### config.mk
export PLATFORM = sky130hd
export DESIGN_NAME = sprite_fetch_arbiter
export DESIGN_NICKNAME = d
export VERILOG_FILES = /design/src/rtl/sprite_fetch_arbiter.sv
export SDC_FILE = /design/constraint.sdc
export NUM_CORES = 1
export LEC_CHECK = 0
export CAP_MARGIN = 15
export CORE_MARGIN = 1.5
export CORE_UTILIZATION = 55
export DETAILED_ROUTE_END_ITERATION = 6
export DONT_BUFFER_PORTS = 1
export MAX_ROUTING_LAYER = met4
export PLACE_DENSITY_LB_ADDON = 0.15
export SLEW_MARGIN = 10
export SYNTH_ARGS = -nofsm -noshare
export SYNTH_HDL_FRONTEND = slang
export SYNTH_SLANG_ARGS = --single-unit
export TNS_END_PERCENT = 1
### constraint.sdc
create_clock -name clk -period 4.7 [get_ports clk]
set_clock_uncertainty 0.2 [all_clocks]
set_input_delay 0.94 -clock clk [delete_from_list [all_inputs] [get_ports clk]]
set_output_delay 0.94 -clock clk [all_outputs]
set_load 0.05 [all_outputs]
### src/rtl/sprite_fetch_arbiter.sv
// Two-port arbiter for the shared combinational sprite texture ROM: renderer (A) over host/debug (B).
// Define SPRITE_ARB_FAIRNESS_EN to enable the B starvation counter and forced B grant.
module sprite_fetch_arbiter #(
   parameter int CHANNEL_BITS = 2,
   parameter int STARVE_LIMIT = 8
) (
   input  logic                      clk,
   input  logic                      reset_n,
   input  logic                      a_req,
   input  logic [5:0]                a_col,
   input  logic [5:0]                a_row,
   output logic                      a_ack,
   output logic                      a_valid,
   output logic [CHANNEL_BITS*3-1:0] a_data,
   input  logic                      b_req,
   input  logic [5:0]                b_col,
   input  logic [5:0]                b_row,
   output logic                      b_ack,
   output logic                      b_valid,
   output logic [CHANNEL_BITS*3-1:0] b_data,
   output logic [5:0]                rom_col,
   output logic [5:0]                rom_row,
   input  logic [CHANNEL_BITS*3-1:0] rom_val,
   output logic                      b_starved
);

   typedef enum logic [1:0] {GNT_NONE, GNT_A, GNT_B} gnt_t;

   gnt_t gnt;       // winner of the current cycle
   gnt_t last_gnt;  // winner of the previous cycle, drives the valid pulses

   // Last-grant state register
   always_ff @(posedge clk or negedge reset_n) begin
      if (!reset_n) begin
         last_gnt <= GNT_NONE;
      end else begin
         // NOTE: sequential state uses non-blocking assignments so every register samples pre-edge values.
         last_gnt <= gnt;
      end
   end

   // Grant decision
   always_comb begin
      // NOTE: default first so no path through the block leaves gnt unassigned (no latch).
      gnt = GNT_NONE;
      if (b_req && (!a_req || b_starved)) begin
         gnt = GNT_B;
      end else if (a_req) begin
         gnt = GNT_A;
      end
   end

   // Outputs: acks and ROM address follow the current winner, valids follow the last one
   always_comb begin
      a_ack   = (gnt == GNT_A);
      b_ack   = (gnt == GNT_B);
      a_valid = (last_gnt == GNT_A);
      b_valid = (last_gnt == GNT_B);
      rom_col = a_col;
      rom_row = a_row;
      if (gnt == GNT_B) begin
         rom_col = b_col;
         rom_row = b_row;
      end
   end

   // Each port's data register only loads on its own grant
   always_ff @(posedge clk or negedge reset_n) begin
      if (!reset_n) begin
         a_data <= '0;
         b_data <= '0;
      end else begin
         if (gnt == GNT_A) a_data <= rom_val;
         if (gnt == GNT_B) b_data <= rom_val;
      end
   end

`ifdef SPRITE_ARB_FAIRNESS_EN
   localparam logic [7:0] STARVE_MAX = 8'(STARVE_LIMIT);

   logic [7:0] starve_cnt;

   // Counts cycles B has been waiting; any gap in b_req forgets the history
   always_ff @(posedge clk or negedge reset_n) begin
      if (!reset_n) begin
         starve_cnt <= '0;
      end else if (!b_req || gnt == GNT_B) begin
         starve_cnt <= '0;
      end else if (starve_cnt != STARVE_MAX) begin
         starve_cnt <= starve_cnt + 8'd1;
      end
   end

   assign b_starved = (starve_cnt == STARVE_MAX);
`else
   assign b_starved = 1'b0;
`endif

endmodule

* After elaboration in Yosys (flattened, before gate mapping)
Index checks and enable logic that the tools add are counted.
** Storage, ports and cells
- Register bits after elaboration :: 14
- Output and inout port bits :: 29
** Cells by class
- Equality and inequality tests :: 4
- Muxes and demuxes :: 4
- Reductions and logical operators :: 2
** Operator list (number)
- two-way mux 6 bit :: 2
- == test 2 x 1 -> 1 bit, second input constant :: 2
- == test 2 bit, second input constant :: 2
- two-way mux 2 bit :: 1
- logical AND 1 bit :: 1
- zero test 1 bit :: 1
- two-way mux 1 bit :: 1

* Depth between registers and ports, before layout
Gate-level depths: netlist (run 1).
- Depth after elaboration :: 5
- Mapped depth :: 5

* Worst setup path after synthesis (run 1)
No wires, ideal clock.
- Path type :: input to output
- Start :: input port a_req
- End :: output port rom_col[0]
- Arrival time :: 1.867 ns
- Data required time :: 3.560 ns
- Setup slack :: 1.693 ns
- Cell stages on the path :: 5
- Path buffers :: 3
- Cell sequence :: buf_6 -> nor2b_4 -> buf_8 -> buf_12 -> mux2_4
** On the way
- Longest elaborated chain between the ends :: 5
- Elaborated cells on any way between the ends :: 6
- Those cells by class :: eq/ne: 1; mux: 3; reduce/logical: 2
** Ends and longest elaborated chain
- start: declaration :: RTL line 9 : input logic a_req,
- zero test 1 bit :: RTL line 46 : if (b_req && (!a_req || b_starved)) begin
- logical AND 1 bit :: RTL line 46
- two-way mux 2 bit * :: RTL line 46
- == test 2 bit *
- via b_ack :: RTL line 18 : output logic b_ack,
- two-way mux 6 bit * :: RTL line 61 : if (gnt == GNT_B) begin
- end: declaration :: RTL line 21 : output logic [5:0] rom_col,
The timed path passes the listed nets; every way through them passes the cells marked *.

* Worst setup path after layout (run 1)
- Start :: input port b_req
- End :: output port rom_row[3]
** On the way
- Longest elaborated chain between the ends :: 4
** Ends and longest elaborated chain
- start: declaration :: RTL line 15 : input logic b_req,
- logical AND 1 bit :: RTL line 46
- two-way mux 2 bit :: RTL line 46
- == test 2 bit :: RTL line 61
- two-way mux 6 bit :: RTL line 61
- end: declaration :: RTL line 22 : output logic [5:0] rom_row,
No other way between the ends.

==> results by group, run 1 <==
Run
  • Max Cap Viol: 0

Critical path
  • Crit Path Category: input pin to primary output
  • CP top delay family: simple AND/OR/NAND/NOR gates
  • CP Capture Type: primary output
  • Crit Path Max Fanout: 20
  • Worst setup SP type: input pin
  • Worst path buffer plus inverter count: 0
  • CP required: 3.56 ns
  • Worst path slowest cell: nor2b_4
  • Crit-path max cell delay: 0.72 ns
  • Critical path arrival: 2.21 ns
  • Worst-path cell chain: nor2b_4 -> mux2_2

Global routing
  • GRT Residual Overflow: 0
  • Initial antenna violation count: 0
  • Gr usage total: 16.6%
  • Vias in the first global route: 339
  • Largest net degree at the start of global routing: 21
  • Global-route wire length before repair: 1490 um

Pwr
  • Seq pwr share: 55.1%
  • PwrDens: 462 nW/um^2
  • Peak VDD IR: 244 uV
  • Switching power: 0.137 mW
  • Switching Share: 40.2%
  • LEAKAGE: 0.326 nW
  • Internal Dissipation: 0.205 mW
  • Clock power share: 24.3%
  • Overall Power: 0.342 mW
  • Logic gate share of total power: 20.6%

Floorplan
  • I/O pin cnt: 63
  • Core Footprint: 1280 um^2
  • Initial Utilization: 57.8%
  • Die area: 1580 um^2
  • Die X: 39.8 um
  • Die Span Y: 39.8 um
  • Rows: 13

Synthesis
  • Synth Area in Simple Gates: 3.54%
  • Adder-cell area share of the yosys netlist: 0%
  • Synth cell types: 11
  • Post-synthesis xor/xnor area fraction: 0%
  • Post-synth top area share: 47.1%
  • Mapped Cells: 47
  • Seq cells post-synth: 14
  • Syn_nets: 81
  • Synth Area in Compound Gates: 0%
  • Ys Warns: 0
  • Largest area contributor in the netlist: dfrtp_1
  • Top area cells in the synthesized netlist: dfrtp_1, mux2_2, mux2_4
  • Cell area after synthesis: 743 um^2
  • Main combinational cell family by area after synthesis: multiplexers
  • Avg Inst Size Synth: 15.8 um^2
  • Multiplexer share of the synthesized area: 40.9%
  • Register area share after synthesis: 47.1%

Clock tree
  • Root Buffer: clkbuf_4
  • Clk_lat worst skew: 0.27 ns
  • Clock buffer depth: 2
  • Clk sinks: 14
  • # H-tree levels: 1
  • Hold Buf Count CTS: 0
  • TritonCTS Buffers: 3
  • CTS tree: done
  • Worst-path clk slew: 0.08 ns
  • Post-CTS Setup Repair Bufs: 0
  • Post-CTS resize count: 0

Route
  • Post-route ant nets: 0
  • Detailed route wirelength on metal2: 760 um
  • Top Layer Used: met4
  • DR WL met3: 97 um
  • Metal1 wirelength: 441 um
  • Via count: 379
  • Pre-antenna DRT Iters: 1
  • Drt drc: 0
  • Vias per cell: 6.21
  • First-iteration detailed-routing DRC count: 0
  • Final wirelength: 1320 um
  • Routed len/inst: 21.7 um

Run status
  • Status: completed

Final layout
  • Layout area overhead: -0.505%
  • Layout cells sized above 1: 63.0%
  • Layout Nets: 81
  • Design area: 739 um^2
  • N_diodes: 0
  • Number of fillers in the final layout: 104

Timing
  • F_max: 0.299 GHz
  • Slew Viols, Final: 0
  • Minimum clock period: 3.35 ns
  • Final worst-path cycle share: 71.2%
  • Setup-failing EPs final: 0
  • Relative slew slack: 37.5%
  • Setup TNS: 0 ns
  • Worst Setup Slack, final: 1.35 ns
  • RSZ-0062 raised after global routing: no
  • Worst slew pin tran: 0.935 ns
  • Final Hold Fails: 0

Placed design
  • Placed cell area: 703 um^2
  • Post-Place Worst Slack: 1.35 ns
  • GPL Wtd Cong: 0.557
  • Port bufs: 0

Worst hold path
  • Worst hold-check path type: input pin to async pin
Yosys cell counts:
| cell type | count |
|---|---|
| buf_4 | 1 |
| nor2b_1 | 2 |
| dfrtp_1 | 14 |
| mux2_2 | 15 |
| buf_8 | 1 |
| conb_1 | 1 |
| buf_2 | 1 |
| buf_6 | 1 |
| buf_12 | 1 |
| nor2b_4 | 1 |
| mux2_4 | 9 |
stage by stage:
stage / utilization, % / cells / hold WS (ns)
2_1_floorplan: - / 47 / 0.444
3_3_place_gp: 54.7 / 57 / 0.445
3_5_place_dp: 54.7 / 57 / 0.445
4_1_cts: 57.5 / 61 / 0.141
5_1_grt: 57.5 / 61 / 0.132
6_report: 57.5 / 61 / 0.148
logic make-up after synthesis:
family / count (synthesis)
mux: 24
flops: 14
buf+inv: 5
simple gates: 3
other cells: 1
metal layers:
layer	GRT usage (%)	vias up
met2	30.3	30
met3	3.41	4
met1	14.3	187
met5	-	-
met4	12.9	0
li1	-	158
flip-flops by register name, summed over array words and instances (netlist names):
signal    cells
a_data        6
b_data        6
last_gnt      2
worst paths after layout:
path / slack [ns] / from / cells after the start / to
worst max-delay path: 1.35 / b_req / 2 / rom_row[3]
worst min-delay path: 0.15 / reset_n / 0 / a_data[5]$_DFFE_PN0N_
worst max register to register: 3.47 / b_data[3]$_DFFE_PN0N_ / 1 / b_data[3]$_DFFE_PN0N_
worst min register to register: 0.70 / a_data[3]$_DFFE_PN0N_ / 1 / a_data[3]$_DFFE_PN0N_
max in group asynchronous: 4.08 / reset_n / 0 / a_data[3]$_DFFE_PN0N_
min in group clk: 0.49 / a_req / 0 / last_gnt[0]$_DFF_PN0_
cell type report:
class / instances / area, um^2 / share of cell area [%]
flip-flops and latches: 14 / 350 / 47.4
well taps: 15 / 18.8 / 2.54
multi-input cells: 28 / 334 / 45.2
clock buffers: 4 / 36.3 / 4.91
power groups by stage:
stage	logic, mW	registers (mW)	clock network (mW)
floorplan	0.0748	0.189	0
global route	0.0730	0.190	0.0906
finish	0.0704	0.188	0.0832
CTS	0.0709	0.189	0.0862
detailed placement	0.0707	0.191	0
global placement	0.0694	0.191	0
layout by cell type, fill, tap and decap left out:
master / n
clkbuf_8: 1
nor2b_1: 2
mux2_4: 9
dfrtp_1: 14
conb_1: 1
mux2_2: 15
nor2b_4: 1
clkbuf_4: 3
Note: power is estimated with default switching activity, not from simulation.
==> run 2, diff against run 1 <==
clock period = 3.3 ns   (was 4.7 ns; I/O delays follow)
==> results by group, run 2 (same netlist as run 1, synthesis figures left out) <==
Final layout
  • Biggest regs: a_data (6), b_data (6), last_gnt (2)
  • Number of fillers in the final layout: 98
  • Final non-filler cell total: 63
  • Commonest non-fill, non-tap cell in the layout: mux2_2
  • Area of the multi-input gates: 334 um^2
  • Layout cells sized above 1: 62.5%
  • Layout area overhead: 1.85%
  • Register area: 350 um^2
  • Most frequent cells in the layout: mux2_2, dfrtp_1, mux2_4, clkbuf_4, nor2b_1
  • N_diodes: 0
  • Layout Nets: 83

Floorplan
  • Rows: 13
  • Die X: 39.8 um
  • Core Footprint: 1280 um^2
  • Die Span Y: 39.8 um
  • Die area: 1580 um^2
  • Initial Utilization: 57.8%
  • I/O pin cnt: 63

Critical path
  • Reg-to-Reg Start: b_data[4]$_DFFE_PN0N_
  • Crit-path max cell delay: 0.53 ns
  • Worst path buffer plus inverter count: 0
  • Worst path slowest cell: mux2_2
  • Crit. Startpoint: b_req
  • CP top delay family: multiplexers
  • Stages on the worst setup path: 2
  • Worst setup SP type: input pin
  • Crit Path Category: input pin to primary output
  • Worst reg2reg setup slack: 2.07 ns
  • CP required: 2.44 ns
  • R2R depth: 1
  • RR Endpoint: b_data[4]$_DFFE_PN0N_
  • Crit Path Max Fanout: 18
  • Critical path arrival: 1.67 ns
  • End of the critical path: rom_col[5]
  • Worst-path cell chain: nor2b_4 -> mux2_2
  • CP Capture Type: primary output

Route
  • Via count: 392
  • Drt drc: 0
  • Pre-antenna DRT Iters: 4
  • Vias per cell: 6.22
  • First-iteration detailed-routing DRC count: 3
  • Final wirelength: 1280 um
  • Post-route ant nets: 0
  • Routed len/inst: 20.3 um

Placed design
  • Placed instance count: 58
  • GPL Wtd Cong: 0.576
  • Port bufs: 0

Run status
  • Status: completed

Pwr
  • LEAKAGE: 0.335 nW
  • Peak VDD IR: 374 uV
  • PwrDens: 645 nW/um^2

Global routing
  • Global-route wire length before repair: 1460 um
  • Vias in the first global route: 326
  • Initial antenna violation count: 0
  • Gr usage total: 16.5%
  • GRT Residual Overflow: 0
  • Largest net degree at the start of global routing: 19

Clock tree
  • Root Buffer: clkbuf_4
  • Post-CTS Setup Repair Bufs: 0
  • CTS tree: done
  • TritonCTS Buffers: 3
  • Clock buffer depth: 2
  • Worst-path clk slew: 0.08 ns
  • Clk_lat worst skew: 0.27 ns
  • Clk sinks: 14
  • # H-tree levels: 1

Worst hold path
  • Worst hold-check path type: input pin to flip-flop

Timing
  • Minimum clock period: 2.53 ns
  • Setup-failing EPs final: 0
  • RSZ-0062 raised after global routing: no
  • Final worst-path cycle share: 76.6%
  • Final Hold Fails: 0
  • Worst slew pin tran: 0.935 ns
  • Setup TNS: 0 ns
  • F_max: 0.396 GHz
  • Relative slew slack: 37.5%
  • Slew Viols, Final: 0

Run
  • Max Cap Viol: 0
run 2: layout make-up:
class	count	area share [%]
timing repair buffer	2	2.31
multi-input combinational	28	44.1
clock buffer	4	4.79
tap	15	2.48
sequential	14	46.3
run 2: where the power goes:
| group | leakage, nW | internal (mW) | switching [mW] |
|---|---|---|---|
| logic | 0.149 | 0.0361 | 0.0691 |
| registers | 0.165 | 0.190 | 0.0787 |
| clock network | 0.0210 | 0.0670 | 0.0474 |
run 2: stage by stage:
step / setup slack, ns / hold WS (ns) / area [um^2] / total power, mW / util, %
after floorplan: 0.853 / 0.164 / 743 / 0.375 / -
after global placement: 0.800 / 0.165 / 711 / 0.372 / 55.3
after detailed placement: 0.768 / 0.165 / 711 / 0.374 / 55.3
after CTS: 0.767 / 0.205 / 757 / 0.494 / 58.9
after global routing: 0.707 / 0.187 / 757 / 0.510 / 58.9
final: 0.772 / 0.216 / 757 / 0.488 / 58.9
run 2: how the worst min path moves through the flow:
stage	cells after the start	to	slack, ns	from
after detailed placement	0	a_data[5]$_DFFE_PN0N_	0.16	reset_n
after floorplan	0	a_data[0]$_DFFE_PN0N_	0.16	reset_n
after CTS	0	last_gnt[0]$_DFF_PN0_	0.20	a_req
after global placement	0	b_data[5]$_DFFE_PN0N_	0.16	reset_n
after global routing	0	last_gnt[0]$_DFF_PN0_	0.19	a_req
final	0	last_gnt[0]$_DFF_PN0_	0.22	a_req
run 2: what timing repair did:
action	CTS	global route
hold buffers	1	0
gates resized for setup	0	0
endpoints found under the hold margin	14	0
setup endpoints to repair	0	0
run 2: per-layer routing:
metal,up-vias,part of all wire [%],track usage (%)
met5,-,0,-
met4,0,1.3,10.3
met3,2,9.9,7.39
met2,30,57,28.3
met1,195,32,14.4
li1,165,-,-
